<file path="src/rtl/regfile_pkg.sv">
// regfile_pkg: shared defaults and types for the renaming register file.
//   DATA_W / NREGS / TAG_W / NREAD : default parameter values
//   reg_addr_t, rob_tag_t, data_t  : widths at the default configuration
//   reg_status_t                   : register result status {busy, tag}
package regfile_pkg;

  localparam int DATA_W = 32;
  localparam int NREGS  = 32;
  localparam int TAG_W  = 4;
  localparam int NREAD  = 2;

  typedef logic [$clog2(NREGS)-1:0] reg_addr_t;
  typedef logic [TAG_W-1:0]         rob_tag_t;
  typedef logic [DATA_W-1:0]        data_t;

  typedef struct packed {
    logic     busy;
    rob_tag_t tag;
  } reg_status_t;

endpackage

</file>
<file path="src/rtl/regfile_read_port.sv">
// regfile_read_port: one combinational read port of regfile_rename.
// Takes the already-selected stored value/status for addr_i and applies:
//   - register 0 override (always reads 0, not busy, tag 0)
//   - commit bypass: same-cycle commit data replaces the stored value, and
//     clears busy/tag only when the committing tag owns the register.
// Ports:
//   addr_i        register address of this port
//   value_i       stored value of that register
//   busy_i/tag_i  stored result status of that register
//   commit_*_i    current-cycle commit request
//   data_o/busy_o/tag_o  port outputs
module regfile_read_port
  import regfile_pkg::*;
#(
  parameter int DATA_W = regfile_pkg::DATA_W,
  parameter int TAG_W  = regfile_pkg::TAG_W,
  parameter int AW     = $clog2(regfile_pkg::NREGS)
) (
  input  logic [AW-1:0]     addr_i,
  input  logic [DATA_W-1:0] value_i,
  input  logic              busy_i,
  input  logic [TAG_W-1:0]  tag_i,
  input  logic              commit_en_i,
  input  logic [AW-1:0]     commit_addr_i,
  input  logic [TAG_W-1:0]  commit_tag_i,
  input  logic [DATA_W-1:0] commit_data_i,
  output logic [DATA_W-1:0] data_o,
  output logic              busy_o,
  output logic [TAG_W-1:0]  tag_o
);

  logic hit;
  logic owner;

  // Any commit to this register forwards its data; only the owning tag
  // also retires the busy state.
  assign hit   = commit_en_i && (commit_addr_i == addr_i);
  assign owner = hit && busy_i && (tag_i == commit_tag_i);

  always_comb begin
    data_o = '0;
    busy_o = 1'b0;
    tag_o  = '0;
    if (addr_i != '0) begin
      data_o = hit ? commit_data_i : value_i;
      if (busy_i && !owner) begin
        busy_o = 1'b1;
        tag_o  = tag_i;
      end
    end
  end

endmodule

</file>
<file path="src/rtl/regfile_rename.sv">
// regfile_rename: architectural register file with per-register result
// status (busy bit + ROB tag of the in-flight producer).
// Ports:
//   clk, reset                         clock, async active-high reset
//   rdAddr / rdData / rdBusy / rdTag   NREAD combinational read ports
//   renameEn / renameAddr / renameTag  dispatch claims a destination
//   commitEn / commitAddr / commitTag / commitData  ROB writes back
//   flush                              clear all busy state
module regfile_rename
  import regfile_pkg::*;
#(
  parameter int DATA_W = regfile_pkg::DATA_W,
  parameter int NREGS  = regfile_pkg::NREGS,
  parameter int TAG_W  = regfile_pkg::TAG_W,
  parameter int NREAD  = regfile_pkg::NREAD,
  localparam int AW    = $clog2(NREGS)
) (
  input  logic                          clk,
  input  logic                          reset,
  input  logic [NREAD-1:0][AW-1:0]      rdAddr,
  output logic [NREAD-1:0][DATA_W-1:0]  rdData,
  output logic [NREAD-1:0]              rdBusy,
  output logic [NREAD-1:0][TAG_W-1:0]   rdTag,
  input  logic                          renameEn,
  input  logic [AW-1:0]                 renameAddr,
  input  logic [TAG_W-1:0]              renameTag,
  input  logic                          commitEn,
  input  logic [AW-1:0]                 commitAddr,
  input  logic [TAG_W-1:0]              commitTag,
  input  logic [DATA_W-1:0]             commitData,
  input  logic                          flush
);

  logic [NREGS-1:0][DATA_W-1:0] value_q, value_d;
  logic [NREGS-1:0]             busy_q,  busy_d;
  logic [NREGS-1:0][TAG_W-1:0]  tag_q,   tag_d;

  logic cmt_ok, ren_ok, cmt_owner;

  // Writes to register 0 are dropped so its storage stays at reset value.
  assign cmt_ok    = commitEn && (commitAddr != '0);
  assign ren_ok    = renameEn && (renameAddr != '0);
  assign cmt_owner = cmt_ok && busy_q[commitAddr] && (tag_q[commitAddr] == commitTag);

  always_comb begin
    value_d = value_q;
    busy_d  = busy_q;
    tag_d   = tag_q;

    // Value write-back is unconditional: even a stale commit carries the
    // architecturally correct value for its point in program order.
    if (cmt_ok) value_d[commitAddr] = commitData;

    if (flush) begin
      busy_d = '0;
      tag_d  = '0;
    end else begin
      if (cmt_owner) begin
        busy_d[commitAddr] = 1'b0;
        tag_d[commitAddr]  = '0;
      end
      // Applied after the commit so a same-register rename keeps busy set
      // and takes over ownership.
      if (ren_ok) begin
        busy_d[renameAddr] = 1'b1;
        tag_d[renameAddr]  = renameTag;
      end
    end
  end

  always_ff @(posedge clk or posedge reset) begin
    if (reset) begin
      value_q <= '0;
      busy_q  <= '0;
      tag_q   <= '0;
    end else begin
      value_q <= value_d;
      busy_q  <= busy_d;
      tag_q   <= tag_d;
    end
  end

  // Reads see registered state only; rename and flush are not forwarded.
  for (genvar i = 0; i < NREAD; i++) begin : g_rd
    regfile_read_port #(
      .DATA_W (DATA_W),
      .TAG_W  (TAG_W),
      .AW     (AW)
    ) u_rp (
      .addr_i        (rdAddr[i]),
      .value_i       (value_q[rdAddr[i]]),
      .busy_i        (busy_q[rdAddr[i]]),
      .tag_i         (tag_q[rdAddr[i]]),
      .commit_en_i   (commitEn),
      .commit_addr_i (commitAddr),
      .commit_tag_i  (commitTag),
      .commit_data_i (commitData),
      .data_o        (rdData[i]),
      .busy_o        (rdBusy[i]),
      .tag_o         (rdTag[i])
    );
  end

endmodule

</file>
<file path="config.mk">
export PLATFORM = sky130hd
export DESIGN_NAME = regfile_rename
export DESIGN_NICKNAME = d
export VERILOG_FILES = /design/src/rtl/regfile_pkg.sv /design/src/rtl/regfile_read_port.sv /design/src/rtl/regfile_rename.sv
export SDC_FILE = /design/constraint.sdc
export NUM_CORES = 2
export LEC_CHECK = 0
export CORE_AREA = 2 2 311 544
export CTS_CLUSTER_SIZE = 28
export DETAILED_ROUTE_END_ITERATION = 7
export DIE_AREA = 0 0 313 546
export HOLD_SLACK_MARGIN = 0.08
export PLACE_DENSITY = 0.54
export SYNTH_ARGS = -nofsm -noshare
export SYNTH_HDL_FRONTEND = slang
export SYNTH_SLANG_ARGS = --single-unit
</file>
<file path="constraint.sdc">
create_clock -name clk -period 121.1 [get_ports clk]
set_input_delay 24.22 -clock clk [delete_from_list [all_inputs] [get_ports clk]]
set_output_delay 24.22 -clock clk [all_outputs]
set_load 0.005 [all_outputs]
</file>
## Word-level counts from Yosys, hierarchy flattened

Index checks and enable logic that the tools add are counted.

- Bits of input ports: 65
- Latch bits: 0
- Logic and storage cells: 149
- Output and inout port bits: 74
- Memory bits (writable): 0
- Bits in registers: 1,184
- Bits in read-only memories: 0
- Memories kept: 0

- Reduce and logical (&&, ||, !) cells: 20
- $lt $le $gt $ge: 6
- Div/mod/pow operators: 0
- Shift operators: 0
- Add/sub/neg operators: 0
- Bitwise gates (word level): 5
- Multiply operators: 0
- Equality and inequality tests: 5
- Mux-type cells: 48

Operators by type and width:

| cell | count |
|---|---|
| 1024-bit bitwise mux | 1 |
| 128-bit 2-to-1 mux | 4 |
| 32-bit 2-to-1 mux | 11 |
| 32-bit binary-select mux with 5-bit select | 2 |
| 32-bit demux with 5-bit select | 1 |
| 128-bit AND | 1 |
| 128-bit bitwise mux | 1 |
| 128-bit inverter | 1 |
| 4-bit binary-select mux with 5-bit select | 3 |
| 4-bit demux with 5-bit select | 2 |
| 4-bit 2-to-1 mux | 9 |
| 32-bit AND | 1 |
| 32-bit inverter | 1 |
| 32-bit bitwise OR | 1 |
| 5-bit by 6-bit less-than comparator with 1-bit output, second input constant | 4 |
| 5-bit nonzero test | 4 |
| 1-bit binary-select mux with 5-bit select | 3 |
| 1-bit logical AND | 14 |
| 4-bit equality test | 3 |
| 1-bit demux with 5-bit select | 2 |
| 5-bit equality test | 2 |
| 5-bit by 1-bit >= comparator with 1-bit output, second input constant | 2 |
| 1-bit 2-to-1 mux | 9 |
| 1-bit logical NOT | 2 |

## Longest topological paths before layout

- Depth in word-level cells: 11
- Mapped depth: 13
- Gate-level depth less buffers: 7

## By module

From an unflattened synthesis, not the netlist that was laid out.

- Cell total of the unflattened synthesis: 4,328
- Area total of the unflattened synthesis: 65,815.6 sq um

By module, submodules not included:

| module | area an instance (sq um) | instances | cells each | sequential area each (sq um) |
|---|---|---|---|---|
| regfile_rename | 64,284.2 | 1 | 4,050 | 29,628.4 |
| regfile_read_port | 765.7 | 2 | 139 | 0.0 |

## Worst setup path after synthesis

OpenSTA, ideal clock, no wires.

- Path kind: in2out
- Start: input port rdAddr[5] (netlist bit)
- End: output port rdBusy[1]
- Buffers on the path: 7
- Required time: 96.880 ns
- Path slack: 70.172 ns
- Arrival time: 26.708 ns
- Stages on the path: 13
- Path through: buf_4 -> buf_4 -> buf_4 -> buf_2 -> buf_2 -> buf_4 -> xnor2_1 -> nand3_1 -> nor2_1 -> mux2i_1 -> nor4_1 -> nor2_1 -> buf_4

- Cells in the longest elaborated chain, start to end: 8
- Elaborated cells on any way between the ends: 14
- Classes of those cells: 2 x eq/ne; 6 x mux; 6 x reduce/logical

Ends and longest elaborated chain:

| item | RTL line | text |
|---|---|---|
| from (decl) | regfile_rename.sv:20 | `input logic [NREAD-1:0][AW-1:0] rdAddr,` |
| 4-bit binary-select mux with 5-bit select (tied with other cells) | regfile_rename.sv:93 | `.tag_i (tag_q[rdAddr[i]]),` |
| 4-bit 2-to-1 mux (implied by the code) (tied with other cells) | regfile_rename.sv:93 |  |
| 4-bit equality test / 1-bit logical AND (equally long branches) | regfile_read_port.sv:38 | `assign owner = hit && busy_i && (tag_i == commit_tag_i);` |
| 1-bit logical AND | regfile_read_port.sv:38 |  |
| 1-bit logical NOT | regfile_read_port.sv:46 | `if (busy_i && !owner) begin` |
| 1-bit logical AND | regfile_read_port.sv:46 |  |
| 1-bit 2-to-1 mux | regfile_read_port.sv:46 |  |
| 1-bit 2-to-1 mux * | regfile_read_port.sv:44 | `if (addr_i != '0) begin` |
| to (decl) | regfile_rename.sv:22 | `output logic [NREAD-1:0] rdBusy,` |

Mark *: on every way between the ends. The rest lies on a longest branch, timed or not. The select of a mux whose other input is x is not followed.

==> reports/qor.csv <==
stage,metric,value,unit
outcome,result of the run,"finished, final reports clean",
worst_setup_path,critical path start-end classification,input pin to output port,
worst_setup_path,sort of element at the end of the critical path,output port,
floorplanning,die area,171000,µm²
power,cell internal power dissipation,0.825,mW
min_path,classification of the worst-slack hold path,flip-flop to flip-flop,
sta,PnR worst setup slack,67370,ps
worst_setup_path,critical path data required time,96880,ps
sta,unrepaired setup endpoints after global routing,no,
placed_design,count of port buffers added during placement,138,
cts,post-cts sizing count,0,
route,vias,42400,
cells_and_area,Syn-to-layout area delta,11.0,%
sta,largest clock skew in the final design,18.3,ps
sta,number of setup violations in the final report,0,
synthesis,Post-synth EDFFs,0,
cells_and_area,multi-input logic area,34900,µm²
power,leakage power total,30.0,nW
placed_design,final RePlAce weighted congestion,0.918,
route,final WL,225000,µm
worst_setup_path,kind of start point of the critical path,input pin,
synthesis,simple logic cell fraction of the synthesized area,0.0455,
floorplanning,horizontal extent of the die,313,µm
synthesis,most frequent cells after synthesis,"sky130_fd_sc_hd__dfrtp_1, sky130_fd_sc_hd__mux2_2, sky130_fd_sc_hd__mux4_2",
sta,hold slack,393,ps
cts,hold buffer count at CTS,0,
power,Peak supply drop,11.7,µV
floorplanning,Core ar.,167000,µm²
worst_setup_path,Slowest cell on crit path,sky130_fd_sc_hd__buf_4,
synthesis,dominant cell type by area after synthesis,sky130_fd_sc_hd__dfrtp_1,
sta,final hold viol count,0,
floorplanning,Die Ht,546,µm
cells_and_area,Total Nets Final,4343,
synthesis,Post-Synth Adder-Cell Area,0,
cts,insertion delay to the later sink of the worst-skew pair,770,ps
floorplanning,effective utilization at floorplan,0.397,
global_route,number of global-route vias before repair,44500,
synthesis,Most used DFF post-synth,sky130_fd_sc_hd__dfrtp_1,
synthesis,Yosys warnings,0,
worst_setup_path,number of buffers and inverters on the critical path,5,
cts,total clock sinks,1184,
synthesis,combinational family with the most area after synthesis,multiplexers,
cts,clock edge transition at the registers on the reported setup and hold paths,60,ps
cts,setup fix buffers added after clock tree synthesis,0,
cts,clock tree from TritonCTS,built,
synthesis,Async SR Flop Fraction,1.00,
synthesis,Syn Nets,4484,
synthesis,most instantiated library cell after synthesis,sky130_fd_sc_hd__dfrtp_1,
worst_setup_path,CP max stage delay,920,ps
synthesis,area of the mapped netlist,66300,µm²
cts,number of buffers between clock root and the deepest sink,3,
power,part of the power in combinational logic,0.205,
cts,root cell of the clock tree,sky130_fd_sc_hd__clkbuf_16,
synthesis,sequential cell area fraction in the yosys report,0.447,
cts,CTS buffer count,118,
route,detail-routed net length per standard cell,34.1,µm
synthesis,Avg Synthesized Cell Area,15.0,µm²
floorplanning,floorplan row count,199,
synthesis,Unique masters post-synth,44,
worst_setup_path,FF-to-FF setup slack,117380,ps
synthesis,top post-synthesis cells by area,"sky130_fd_sc_hd__dfrtp_1, sky130_fd_sc_hd__mux4_2, sky130_fd_sc_hd__mux2_2",
sta,total count of max-transition violations in the final report,0,
synthesis,mux cell area share after synthesis,0.436,
worst_setup_path,data arrival time of the critical path,29510,ps
worst_setup_path,Crit path max-delay family,buffers and inverters,
cts,maximum level of the CTS H-tree,3,
synthesis,xor and xnor area share after synthesis,0.00225,
sta,crit share post-route,0.444,
global_route,Total GRT Usage,0.264,
synthesis,cell count after synthesis,4419,
power,clock network fraction of total power,0.345,
placed_design,DP HPWL,126000,µm
sta,max frequency,0.0186,GHz
synthesis,count of state elements after synthesis,1184,
cells_and_area,storage element area,29600,µm²
global_route,Overflow after GRT,0,
flow_run,number of max-cap violations,0,
sta,Slew headroom,0.109,
route,length of the first detailed-routing pass in iterations,5,
floorplanning,Ports,139,
sta,slew of the pin with the lowest slew margin,1330,ps
global_route,first-pass GRT wire length,328000,µm
power,switching share of power,0.268,
route,DRC marker count from the first detailed-route iteration,3588,
global_route,number of antenna violations at the first check in global routing,5,
global_route,pin count of the biggest net entering global routing,140,
cells_and_area,ratio of cells with drive above 1 in the final layout,0.474,
sta,final sum of negative setup slack,0,ps
sta,Final min period,53730,ps
power,net switching power figure,0.303,mW
worst_setup_path,Critical Path Most Common Cell,sky130_fd_sc_hd__buf_4,
route,number of nets with antenna violations after routing,0,
synthesis,complex-gate fraction of the synthesized area,0.0384,
synthesis,top-area cell type share of the netlist area,0.447,
route,detailed-route vias per instance,6.44,
power,proportion of power drawn by flip-flops and latches,0.450,
route,DRC violation count after routing,0,
cells_and_area,# fillers,15000,
worst_setup_path,cells along the critical path,buf_8 -> buf_4 -> buf_4 -> buf_4 -> mux4_2 -> nor2b_1 -> a211oi_1 -> a21oi_1 -> mux2i_1 -> a211oi_1 -> clkdlybuf4s50_1,
placed_design,worst setup slack after placement,67250,ps
worst_setup_path,CP max FO,59,
power,power per standard cell area,15.3,nW/µm²
cell families after synthesis:
| family | count (synthesis) |
|---|---|
| compound gates | 341 |
| xor+xnor | 17 |
| buf+inv | 504 |
| flops | 1184 |
| mux | 1873 |
| simple gates | 500 |
placed cells by master (no fill, tap or decap), types with 31 or more instances in the layout:
cell                              count
sky130_fd_sc_hd__dfrtp_1           1184
sky130_fd_sc_hd__mux2_2             992
sky130_fd_sc_hd__mux4_2             712
sky130_fd_sc_hd__mux2i_1            169
sky130_fd_sc_hd__clkdlybuf4s50_1    125
sky130_fd_sc_hd__o2bb2ai_1          120
sky130_fd_sc_hd__clkbuf_16          119
sky130_fd_sc_hd__a211oi_1           107
sky130_fd_sc_hd__nor2_1             104
sky130_fd_sc_hd__nor3b_1             99
sky130_fd_sc_hd__buf_4               99
sky130_fd_sc_hd__nor2b_1             63
sky130_fd_sc_hd__o22ai_1             61
sky130_fd_sc_hd__nand2_1             45
sky130_fd_sc_hd__clkbuf_8            37
sky130_fd_sc_hd__nand3b_1            33
sky130_fd_sc_hd__a21oi_1             31
routing by layer:
metal | up-vias | routed length, µm | part of all wire | global-route usage
met5 | - | 34 | 0.00015 | 0
met4 | 6 | 10500 | 0.047 | 0.112
met3 | 452 | 10800 | 0.048 | 0.0326
met2 | 1543 | 113000 | 0.50 | 0.447
met1 | 23400 | 90200 | 0.40 | 0.341
li1 | 17100 | - | - | -
power groups by stage:
stage	Clock (mW)	Combinational (mW)	Sequential, mW
finish	0.390	0.231	0.508
global route	0.414	0.247	0.516
CTS	0.399	0.233	0.507
detailed placement	0	0.232	0.514
global placement	0	0.229	0.510
floorplan	0	0.176	0.499
final timing paths:
path                                  from  cells past startpoint            to
worst min register to register  value_q[0]                      0    value_q[0]
worst min-delay path            value_q[0]                      0    value_q[0]
max in group asynchronous            reset                      5  value_q[145]
min in group asynchronous            reset                      2  value_q[215]
worst max-delay path             rdAddr[6]                     11    rdData[62]
worst max register to register   tag_q[12]                      7     tag_q[45]
flip-flops by register name, summed over array words and instances, names as in the netlist:
register  flops
value_q    1024
tag_q       128
busy_q       32
area by class of cell:
class | instances | share of cell area
Antenna cell | 1 | 0.0000340
Clock buffer | 183 | 0.0488
Clock inverter | 35 | 0.00648
Inverter | 5 | 0.000357
Multi-Input combinational cell | 2731 | 0.474
Sequential cell | 1184 | 0.403
Tap cell | 2211 | 0.0376
Timing Repair Buffer | 238 | 0.0300
stage by stage:
stage                     total power [mW]  utilization  cells  instance area (µm²)
final                                 1.13        0.440   6588                73600
after global routing                  1.18        0.440   6588                73600
after CTS                             1.14        0.440   6587                73600
after detailed placement             0.746        0.416   6369                69500
after global placement               0.739        0.416   6369                69500
after floorplan                      0.675            -   4419                66300
(Power assumes the default switching activity.)
